### config.mk
export PLATFORM = sky130hd
export DESIGN_NAME = fetch_ctrl
export DESIGN_NICKNAME = d
export VERILOG_FILES = /design/src/rtl/fetch_pkg.sv /design/src/rtl/fetch_buf.sv /design/src/rtl/fetch_ctrl.sv
export SDC_FILE = /design/constraint.sdc
export NUM_CORES = 1
export LEC_CHECK = 0
export CAP_MARGIN = 25
export CORE_MARGIN = 1.5
export CORE_UTILIZATION = 48
export DETAILED_ROUTE_END_ITERATION = 6
export HOLD_SLACK_MARGIN = 0.02
export PLACE_DENSITY = 0.86
export SLEW_MARGIN = 10
export SYNTH_ARGS = -nofsm -noshare
export SYNTH_HDL_FRONTEND = slang
export SYNTH_SLANG_ARGS = --single-unit
### constraint.sdc
create_clock -name clk -period 5.7 [get_ports clk]
set_input_delay 1.14 -clock clk [delete_from_list [all_inputs] [get_ports clk]]
set_output_delay 1.14 -clock clk [all_outputs]
set_load 0.02 [all_outputs]
### src/rtl/fetch_pkg.sv
// Shared types and constants for the instruction fetch path.
package fetch_pkg;
  localparam int INSTR_W = 32;
  localparam int ADDR_W  = 32;
  localparam int PC_STEP = 4;

  typedef enum logic {
    RUN   = 1'b0,
    FAULT = 1'b1
  } state_t;

  typedef struct packed {
    logic [INSTR_W-1:0] instr;
    logic [ADDR_W-1:0]  pc;
  } buf_entry_t;
endpackage

### src/rtl/fetch_buf.sv
// Small FIFO of {instr, pc} entries; head is read straight from storage, zero-latency.
// Synchronous flush empties it; a push and a pop in one cycle leave the count unchanged.
module fetch_buf
  import fetch_pkg::*;
#(
  parameter int DEPTH = 2
) (
  input  logic                         clk,
  input  logic                         reset,
  input  logic                         flush,
  input  logic                         push,
  input  buf_entry_t                   push_dat,
  input  logic                         pop,
  output buf_entry_t                   head_dat,
  output logic [$clog2(DEPTH):0]       count,
  output logic                         full,
  output logic                         empty
);
  localparam int PTR_W = $clog2(DEPTH);
  localparam int CNT_W = PTR_W + 1;

  buf_entry_t       mem_q [DEPTH];
  buf_entry_t       mem_d [DEPTH];
  logic [PTR_W-1:0] wr_ptr_q, wr_ptr_d;
  logic [PTR_W-1:0] rd_ptr_q, rd_ptr_d;
  logic [CNT_W-1:0] count_q, count_d;

  always_comb begin
    mem_d    = mem_q;
    wr_ptr_d = wr_ptr_q;
    rd_ptr_d = rd_ptr_q;
    count_d  = count_q;
    if (flush) begin
      wr_ptr_d = '0;
      rd_ptr_d = '0;
      count_d  = '0;
    end else begin
      if (push) begin
        mem_d[wr_ptr_q] = push_dat;
        wr_ptr_d        = wr_ptr_q + 1'b1;
      end
      if (pop) begin
        rd_ptr_d = rd_ptr_q + 1'b1;
      end
      case ({push, pop})
        2'b10:   count_d = count_q + 1'b1;
        2'b01:   count_d = count_q - 1'b1;
        default: count_d = count_q;
      endcase
    end
  end

  always_ff @(posedge clk) begin
    if (reset) begin
      wr_ptr_q <= '0;
      rd_ptr_q <= '0;
      count_q  <= '0;
    end else begin
      wr_ptr_q <= wr_ptr_d;
      rd_ptr_q <= rd_ptr_d;
      count_q  <= count_d;
    end
  end

  // Payload storage needs no reset: count gates its visibility.
  always_ff @(posedge clk) begin
    mem_q <= mem_d;
  end

  assign head_dat = mem_q[rd_ptr_q];
  assign count    = count_q;
  assign full     = (count_q == CNT_W'(DEPTH));
  assign empty    = (count_q == '0);
endmodule

### src/rtl/fetch_ctrl.sv
// PC sequencer: fetches one word per cycle into fetch_buf, 1-cycle fetch-to-valid latency.
// Stalls the PC while the buffer is full and not popping; redirects flush; bad PCs fault stickily.
module fetch_ctrl
  import fetch_pkg::*;
#(
  parameter int          MEM_BYTES = 128,
  parameter logic [31:0] RESET_PC  = 32'h0000_0000,
  parameter int          BUF_DEPTH = 2
) (
  input  logic        clk,
  input  logic        reset,
  output logic [31:0] imem_addr,
  input  logic [31:0] imem_rdata,
  input  logic        redirect_valid,
  input  logic [31:0] redirect_target,
  output logic        if_valid,
  input  logic        if_ready,
  output logic [31:0] if_instr,
  output logic [31:0] if_pc,
  output logic        fault,
  output logic [31:0] fault_pc
);
  localparam int CNT_W = $clog2(BUF_DEPTH) + 1;
  localparam logic [ADDR_W-1:0] LAST_PC = ADDR_W'(MEM_BYTES - PC_STEP);

  state_t            state_q, state_d;
  logic [ADDR_W-1:0] pc_q, pc_d;
  logic [ADDR_W-1:0] fault_pc_q, fault_pc_d;

  logic             pc_legal;
  logic             pop;
  logic             can_accept;
  logic             push;
  logic             flush;
  buf_entry_t       push_dat;
  buf_entry_t       head_dat;
  logic [CNT_W-1:0] buf_cnt;
  logic             buf_full;
  logic             buf_empty;

  assign pc_legal   = (pc_q[1:0] == 2'b00) && (pc_q <= LAST_PC);
  assign pop        = if_valid && if_ready;
  // A full buffer still accepts when its head leaves this cycle.
  assign can_accept = !buf_full || pop;
  assign push_dat   = '{instr: imem_rdata, pc: pc_q};

  always_comb begin
    state_d    = state_q;
    pc_d       = pc_q;
    fault_pc_d = fault_pc_q;
    push       = 1'b0;
    flush      = 1'b0;
    if (redirect_valid) begin
      flush   = 1'b1;
      pc_d    = redirect_target;
      state_d = RUN;
    end else begin
      case (state_q)
        RUN: begin
          if (!pc_legal) begin
            state_d    = FAULT;
            fault_pc_d = pc_q;
          end else if (can_accept) begin
            push = 1'b1;
            pc_d = pc_q + ADDR_W'(PC_STEP);
          end
        end
        FAULT:   state_d = FAULT;
        default: state_d = RUN;
      endcase
    end
  end

  always_ff @(posedge clk) begin
    if (reset) begin
      state_q    <= RUN;
      pc_q       <= RESET_PC;
      fault_pc_q <= '0;
    end else begin
      state_q    <= state_d;
      pc_q       <= pc_d;
      fault_pc_q <= fault_pc_d;
    end
  end

  fetch_buf #(
    .DEPTH(BUF_DEPTH)
  ) u_buf (
    .clk      (clk),
    .reset    (reset),
    .flush    (flush),
    .push     (push),
    .push_dat (push_dat),
    .pop      (pop),
    .head_dat (head_dat),
    .count    (buf_cnt),
    .full     (buf_full),
    .empty    (buf_empty)
  );

  a_cnt_bound: assert property (@(posedge clk) disable iff (reset) buf_cnt <= CNT_W'(BUF_DEPTH));

  assign imem_addr = pc_q;
  assign if_valid  = !buf_empty;
  assign if_instr  = head_dat.instr;
  assign if_pc     = head_dat.pc;
  assign fault     = (state_q == FAULT);
  assign fault_pc  = fault_pc_q;
endmodule

==> flow_metrics.py, run 1 <==
metrics = {
    "worst_setup_path": {
        "cp.buffers_inverters": 1,
        "required_ps": 4560,
        "end_kind": "output pin",
        "worstPathCellList": "mux2_2 > clkdlybuf4s50_1",
        "cp-startpoint": "u_buf.rd_ptr_q",
        "crit_end": "if_pc[7]",
        "crit_path_max_incr_delay_ps": 950,
        "critPathMaxFanout": 65,
        "r2r_start": "imem_addr[14]",
        "worstPathArrival_ps": 2430,
        "worstSetupPathType": "flop to output pin",
        "crit_slowest_cell": "dfxtp_4",
        "critPathLaunchType": "flop",
        "reg2reg_slack_ps": 2430,
        "rr_worst_depth": 6,
        "reg2reg_to": "u_buf.mem_q[70]",
        "critPathTopFamily": "flip-flops",
        "worst-path-stages": 2,
    },
    "power": {
        "power.total_mw": 3.05,
        "vdd_drop_max_mv": 0.191,
        "power_per_cell_area_nw_per_um2": 303,
        "p_leak_nw": 3.62,
    },
    "clock_tree": {
        "cts_setup_buffers": 0,
        "cts_tree": "done",
        "clkLatencyLatePin_ps": 430,
        "cts_hold_buf": 0,
        "clkTransAtPathRegs_ps": 70,
        "root_buffer": "clkbuf_16",
        "cts_resized": 0,
        "cts.sinks": 197,
        "cts-buffers-inserted": 17,
        "cts_max_level": 4,
        "cts.path.max_buffers": 2,
    },
    "timing": {
        "clock_skew_ps": 8.36,
        "tightest_slew_ps": 999,
        "period_minus_slack_ps": 3570,
        "rsz0062_at_grt": "false",
        "min_period_over_period_pct": 62.7,
        "fin_ws_ps": 2130,
        "setup_viol": 0,
        "hold_viol": 0,
        "fmaxAchievable_mhz": 280,
        "slew_viol_final": 0,
        "tns_ps": 0,
        "maxSlewHeadroom_pct": 33.4,
    },
    "floorplanning": {
        "fp.dieW_um": 126,
        "die_y_um": 126,
        "rows": 44,
        "num_io_pins": 198,
        "dieArea_um2": 15900,
        "initial_utilization_pct": 49.6,
        "core_um2": 14700,
    },
    "run": {
        "max_cap_viol_count": 0,
    },
    "finish": {
        "multiInputGateArea_um2": 1960,
        "final_area_um2": 10100,
        "final_common_cell": "clkdlybuf4s50_1",
        "final_cell_mix": "195 x clkdlybuf4s50_1, 128 x edfxtp_1, 68 x dfxtp_1",
        "drive_above_1_share_pct": 15.8,
        "syn_to_final_growth_pct": 38.1,
        "fin_util_pct": 68.4,
        "final_nets": 734,
        "diodes": 0,
        "ff_latch_area_um2": 5230,
        "final.fill_count": 1026,
    },
    "status": {
        "outcome": "finished clean",
    },
    "yosys": {
        "yosys_warnings": 0,
        "yosysSeqAreaShare_pct": 71.7,
        "syn_inst": 467,
        "syn_area_per_cell_um2": 15.6,
        "syn_area_um2": 7280,
        "yosys_most_used_dff": "edfxtp_1",
        "synth_edf_count": 128,
        "ys_ff_latch": 197,
        "synthesis.nets": 537,
        "yosysUniqueCellTypes": 37,
        "async_reset_ff_share_pct": 0,
    },
    "grt": {
        "grt_start_max_net_pins": 66,
        "gr-usage-all-layers_pct": 21.1,
        "antenna_found_initial": 0,
        "gr-total-overflow": 0,
        "grt_first_pass_wirelength_um": 25500,
        "grt_pass1_vias": 4711,
    },
    "route": {
        "drt_iter0_drc": 254,
        "wire_per_inst_um": 19.0,
        "viasPerCell": 5.28,
        "drc": 0,
        "antenna_left": 0,
        "first_pass_iters": 5,
        "routed_wl_um": 16400,
        "via_count": 4543,
    },
    "place": {
        "dpl_cell_area_um2": 9430,
        "pre_cts_ws_ps": 2080,
        "io_buffers": 197,
        "dp_hpwl_um": 10800,
        "routabilityCongestion": 0.854,
    },
    "min_path": {
        "hold_class": "flop to flop",
    },
}
[how the worst min path moves through the flow]
stage | start | to | slack [ps] | cells after the start
final | fault_pc[22] | fault_pc[22] | 460 | 2
after global routing | fault_pc[22] | fault_pc[22] | 500 | 2
after floorplan | u_buf.count[1] | u_buf.count[1] | 460 | 2
after detailed placement | fault_pc[22] | fault_pc[22] | 460 | 2
after CTS | fault_pc[22] | fault_pc[22] | 470 | 2
after global placement | fault_pc[22] | fault_pc[22] | 450 | 2
[tightest hold or removal path: stages, from the launching register on]
cell     delay (ps)
dfxtp_1         310
nand2_1          50
a21oi_1          50
[layer usage]
metal / global-route usage [%] / vias to the layer above / part of all wire (%) / wire length (um)
met5: 0 / - / 0 / 0
li1: - / 2103 / - / -
met3: 6.37 / 34 / 6.8 / 1110
met2: 33.4 / 189 / 49 / 7990
met4: 9.87 / 0 / 2.7 / 437
met1: 26.9 / 2217 / 42 / 6820
[synthesized netlist by cell type (2+ instances only)]
cell	count	area share (%)
mux2_2	64	9.9
or4_4	2	0.31
buf_2	3	0.21
a21oi_1	4	0.27
nor4_1	8	0.69
clkbuf_1	17	0.88
dfxtp_1	69	19
inv_1	3	0.15
ha_1	2	0.34
buf_1	2	0.10
mux2i_1	58	8.0
xnor2_1	6	0.72
nand3_1	2	0.14
edfxtp_1	128	53
or2_2	2	0.17
nor2_1	67	3.5
o31a_1	2	0.24
nand2_1	8	0.41
o21ai_0	2	0.14
[cell type report]
cell class / instances / area share [%]
Clock buffer: 25 / 5.15
Sequential cell: 197 / 52.0
Multi-Input combinational cell: 244 / 19.5
Clock inverter: 7 / 1.13
Inverter: 3 / 0.112
Timing Repair Buffer: 201 / 19.8
Tap cell: 184 / 2.29
[cell families after synthesis]
logic type                 Yosys count  share of synthesized area (%)
DFF                                197                           71.7
muxes                              122                           17.9
and+or+nand+nor                     99                           6.30
buffers and inverters               26                           1.49
AOI/OAI and AO/OA                   14                           1.43
xor gates and xnor gates             7                          0.842
adders and majority gates            2                          0.343
[report_power, final]
part / internal [mW] / switching [mW]
Sequential: 1.54 / 0.0300
Clock: 0.767 / 0.496
Combinational: 0.111 / 0.101
Total: 2.42 / 0.627
[state kept, by name (all words and copies together) (netlist names)]
name	count
u_buf.rd_ptr_q	1
fault_pc	32
fault	1
u_buf.count	2
imem_addr	32
u_buf.wr_ptr_q	1
u_buf.mem_q	128
[through the flow]
step,hold slack [ps],instances
finish,463,861
global route,500,861
CTS,469,861
detailed placement,457,829
global placement,453,829
floorplan,461,467
(Power assumes the default switching activity.)
==> run 2, diff against run 1 <==
CORE_UTILIZATION = 43   (was 48)
PLACE_DENSITY = 0.81   (was 0.86)
clock period = 3.2 ns   (was 5.7 ns; I/O delays follow)
==> flow_metrics.py, run 2 (synthesized netlist as in run 1, its figures left out) <==
metrics = {
    "worst_setup_path": {
        "worstPathCellList": "buf_12 > mux2_2 > clkdlybuf4s50_1",
        "required_ps": 2560,
        "crit_path_max_incr_delay_ps": 560,
        "crit_slowest_cell": "dfxtp_4",
        "critPathLaunchType": "flop",
        "worstPathArrival_ps": 2250,
        "critPathMaxFanout": 42,
        "reg2reg_slack_ps": 500,
        "end_kind": "output pin",
        "worstSetupPathType": "flop to output pin",
        "rr_worst_depth": 8,
        "reg2reg_to": "u_buf.count[1]",
        "r2r_start": "imem_addr[14]",
    },
    "clock_tree": {
        "cts-buffers-inserted": 17,
        "cts.path.max_buffers": 2,
        "cts_setup_buffers": 0,
        "clkTransAtPathRegs_ps": 60,
        "root_buffer": "clkbuf_16",
        "cts_tree": "done",
        "clkLatencyLatePin_ps": 430,
        "cts_max_level": 4,
        "cts_hold_buf": 0,
        "cts.sinks": 197,
        "cts_resized": 0,
    },
    "route": {
        "routed_wl_um": 16100,
        "first_pass_iters": 6,
        "wire_per_inst_um": 17.7,
        "drc": 0,
        "viasPerCell": 4.93,
        "drt_iter0_drc": 196,
        "via_count": 4465,
        "antenna_left": 0,
    },
    "grt": {
        "gr-total-overflow": 0,
        "grt_pass1_vias": 4692,
        "grt_first_pass_wirelength_um": 25000,
        "antenna_found_initial": 1,
        "gr-usage-all-layers_pct": 18.5,
        "grt_start_max_net_pins": 47,
    },
    "power": {
        "vdd_drop_max_mv": 0.363,
        "power.share.clock_pct": 41.0,
        "power.total_mw": 5.39,
        "p_int_mw": 4.25,
        "power_per_cell_area_nw_per_um2": 527,
        "swShare_pct": 21.1,
        "power_frac_comb_pct": 7.1,
        "p_leak_nw": 3.67,
        "p_sw_mw": 1.14,
        "pwr-share-seq_pct": 51.9,
    },
    "finish": {
        "fin_cells": 906,
        "largest_reg_flops": 128,
        "fin_util_pct": 61.6,
        "final_area_um2": 10200,
        "largest_register": "u_buf.mem_q",
        "syn_to_final_growth_pct": 40.3,
        "final_common_cell": "clkdlybuf4s50_1",
        "final_nets": 742,
        "final_cell_mix": "195 x clkdlybuf4s50_1, 128 x edfxtp_1, 68 x dfxtp_1",
        "drive_above_1_share_pct": 17.5,
    },
    "min_path": {
        "hold_class": "flop to flop",
        "worstHoldStart": "fault_pc[22]",
        "holdPathEnd": "fault_pc[22]",
        "whs_path_depth": 2,
    },
    "timing": {
        "slew_viol_final": 0,
        "hold_viol": 0,
        "rsz0062_at_grt": "false",
        "fmaxAchievable_mhz": 346,
        "setup_viol": 0,
        "period_minus_slack_ps": 2890,
        "whs_ps": 467,
        "maxSlewHeadroom_pct": 65.7,
        "min_period_over_period_pct": 90.3,
        "tightest_slew_ps": 510,
        "tns_ps": 0,
        "fin_ws_ps": 310,
        "clock_skew_ps": 8.72,
    },
    "place": {
        "dp_hpwl_um": 10900,
        "io_buffers": 197,
        "dpl_cell_area_um2": 9580,
        "pre_cts_ws_ps": 422,
        "routabilityCongestion": 0.822,
        "place_inst": 873,
    },
    "run": {
        "max_cap_viol_count": 0,
    },
    "floorplanning": {
        "core_um2": 16600,
        "dieArea_um2": 17700,
        "rows": 47,
        "num_io_pins": 198,
        "initial_utilization_pct": 43.9,
        "die_y_um": 133,
        "fp.dieW_um": 133,
    },
    "status": {
        "outcome": "finished clean",
    },
}
run 2: routing by layer:
metal	part of all wire (%)	wire length, um	up-vias	track usage [%]
li1	-	-	2131	-
met1	43	6950	2172	22.3
met2	49	7790	139	31.3
met3	6.3	1020	23	6.58
met4	1.9	298	0	5.86
met5	0	0	-	0
run 2: how the worst max path moves through the flow:
stage / start / to / slack (ps) / cells past startpoint
floorplan: imem_addr[10] / u_buf.mem_q[100] / 200 / 5
global placement: if_ready / u_buf.count[1] / 460 / 8
detailed placement: if_ready / u_buf.count[1] / 420 / 8
CTS: u_buf.rd_ptr_q / if_instr[24] / 260 / 3
global route: u_buf.rd_ptr_q / if_instr[5] / 200 / 3
finish: u_buf.rd_ptr_q / if_pc[19] / 310 / 3
run 2: power groups by stage:
stage,clock network (mW),registers [mW],logic (mW)
finish,2.21,2.80,0.383
global route,2.35,2.80,0.408
CTS,2.25,2.80,0.386
detailed placement,0,2.85,0.383
global placement,0,2.85,0.376
floorplan,0,2.89,0.131
run 2: cell type report:
type	instances	area, um2
Antenna cell	1	2.50
Clock buffer	25	557
Clock inverter	7	77.6
Fill cell	1222	6370
Inverter	3	11.3
Multi-Input combinational cell	244	1960
Sequential cell	197	5230
Tap cell	220	275
Timing Repair Buffer	209	2100
run 2: worst max-delay path, delay by kind of cell (launching register included):
kind | cells | cell delay, ps
mux | 1 | 400
buf+inv | 2 | 840
flops | 1 | 560
==> run 3, diff against run 2 <==
ABC_CLOCK_PERIOD_IN_PS = 3200   (was not set)
==> results of run 3 <==
Same layout as run 2: the final DEF is identical, and so are final timing and power.
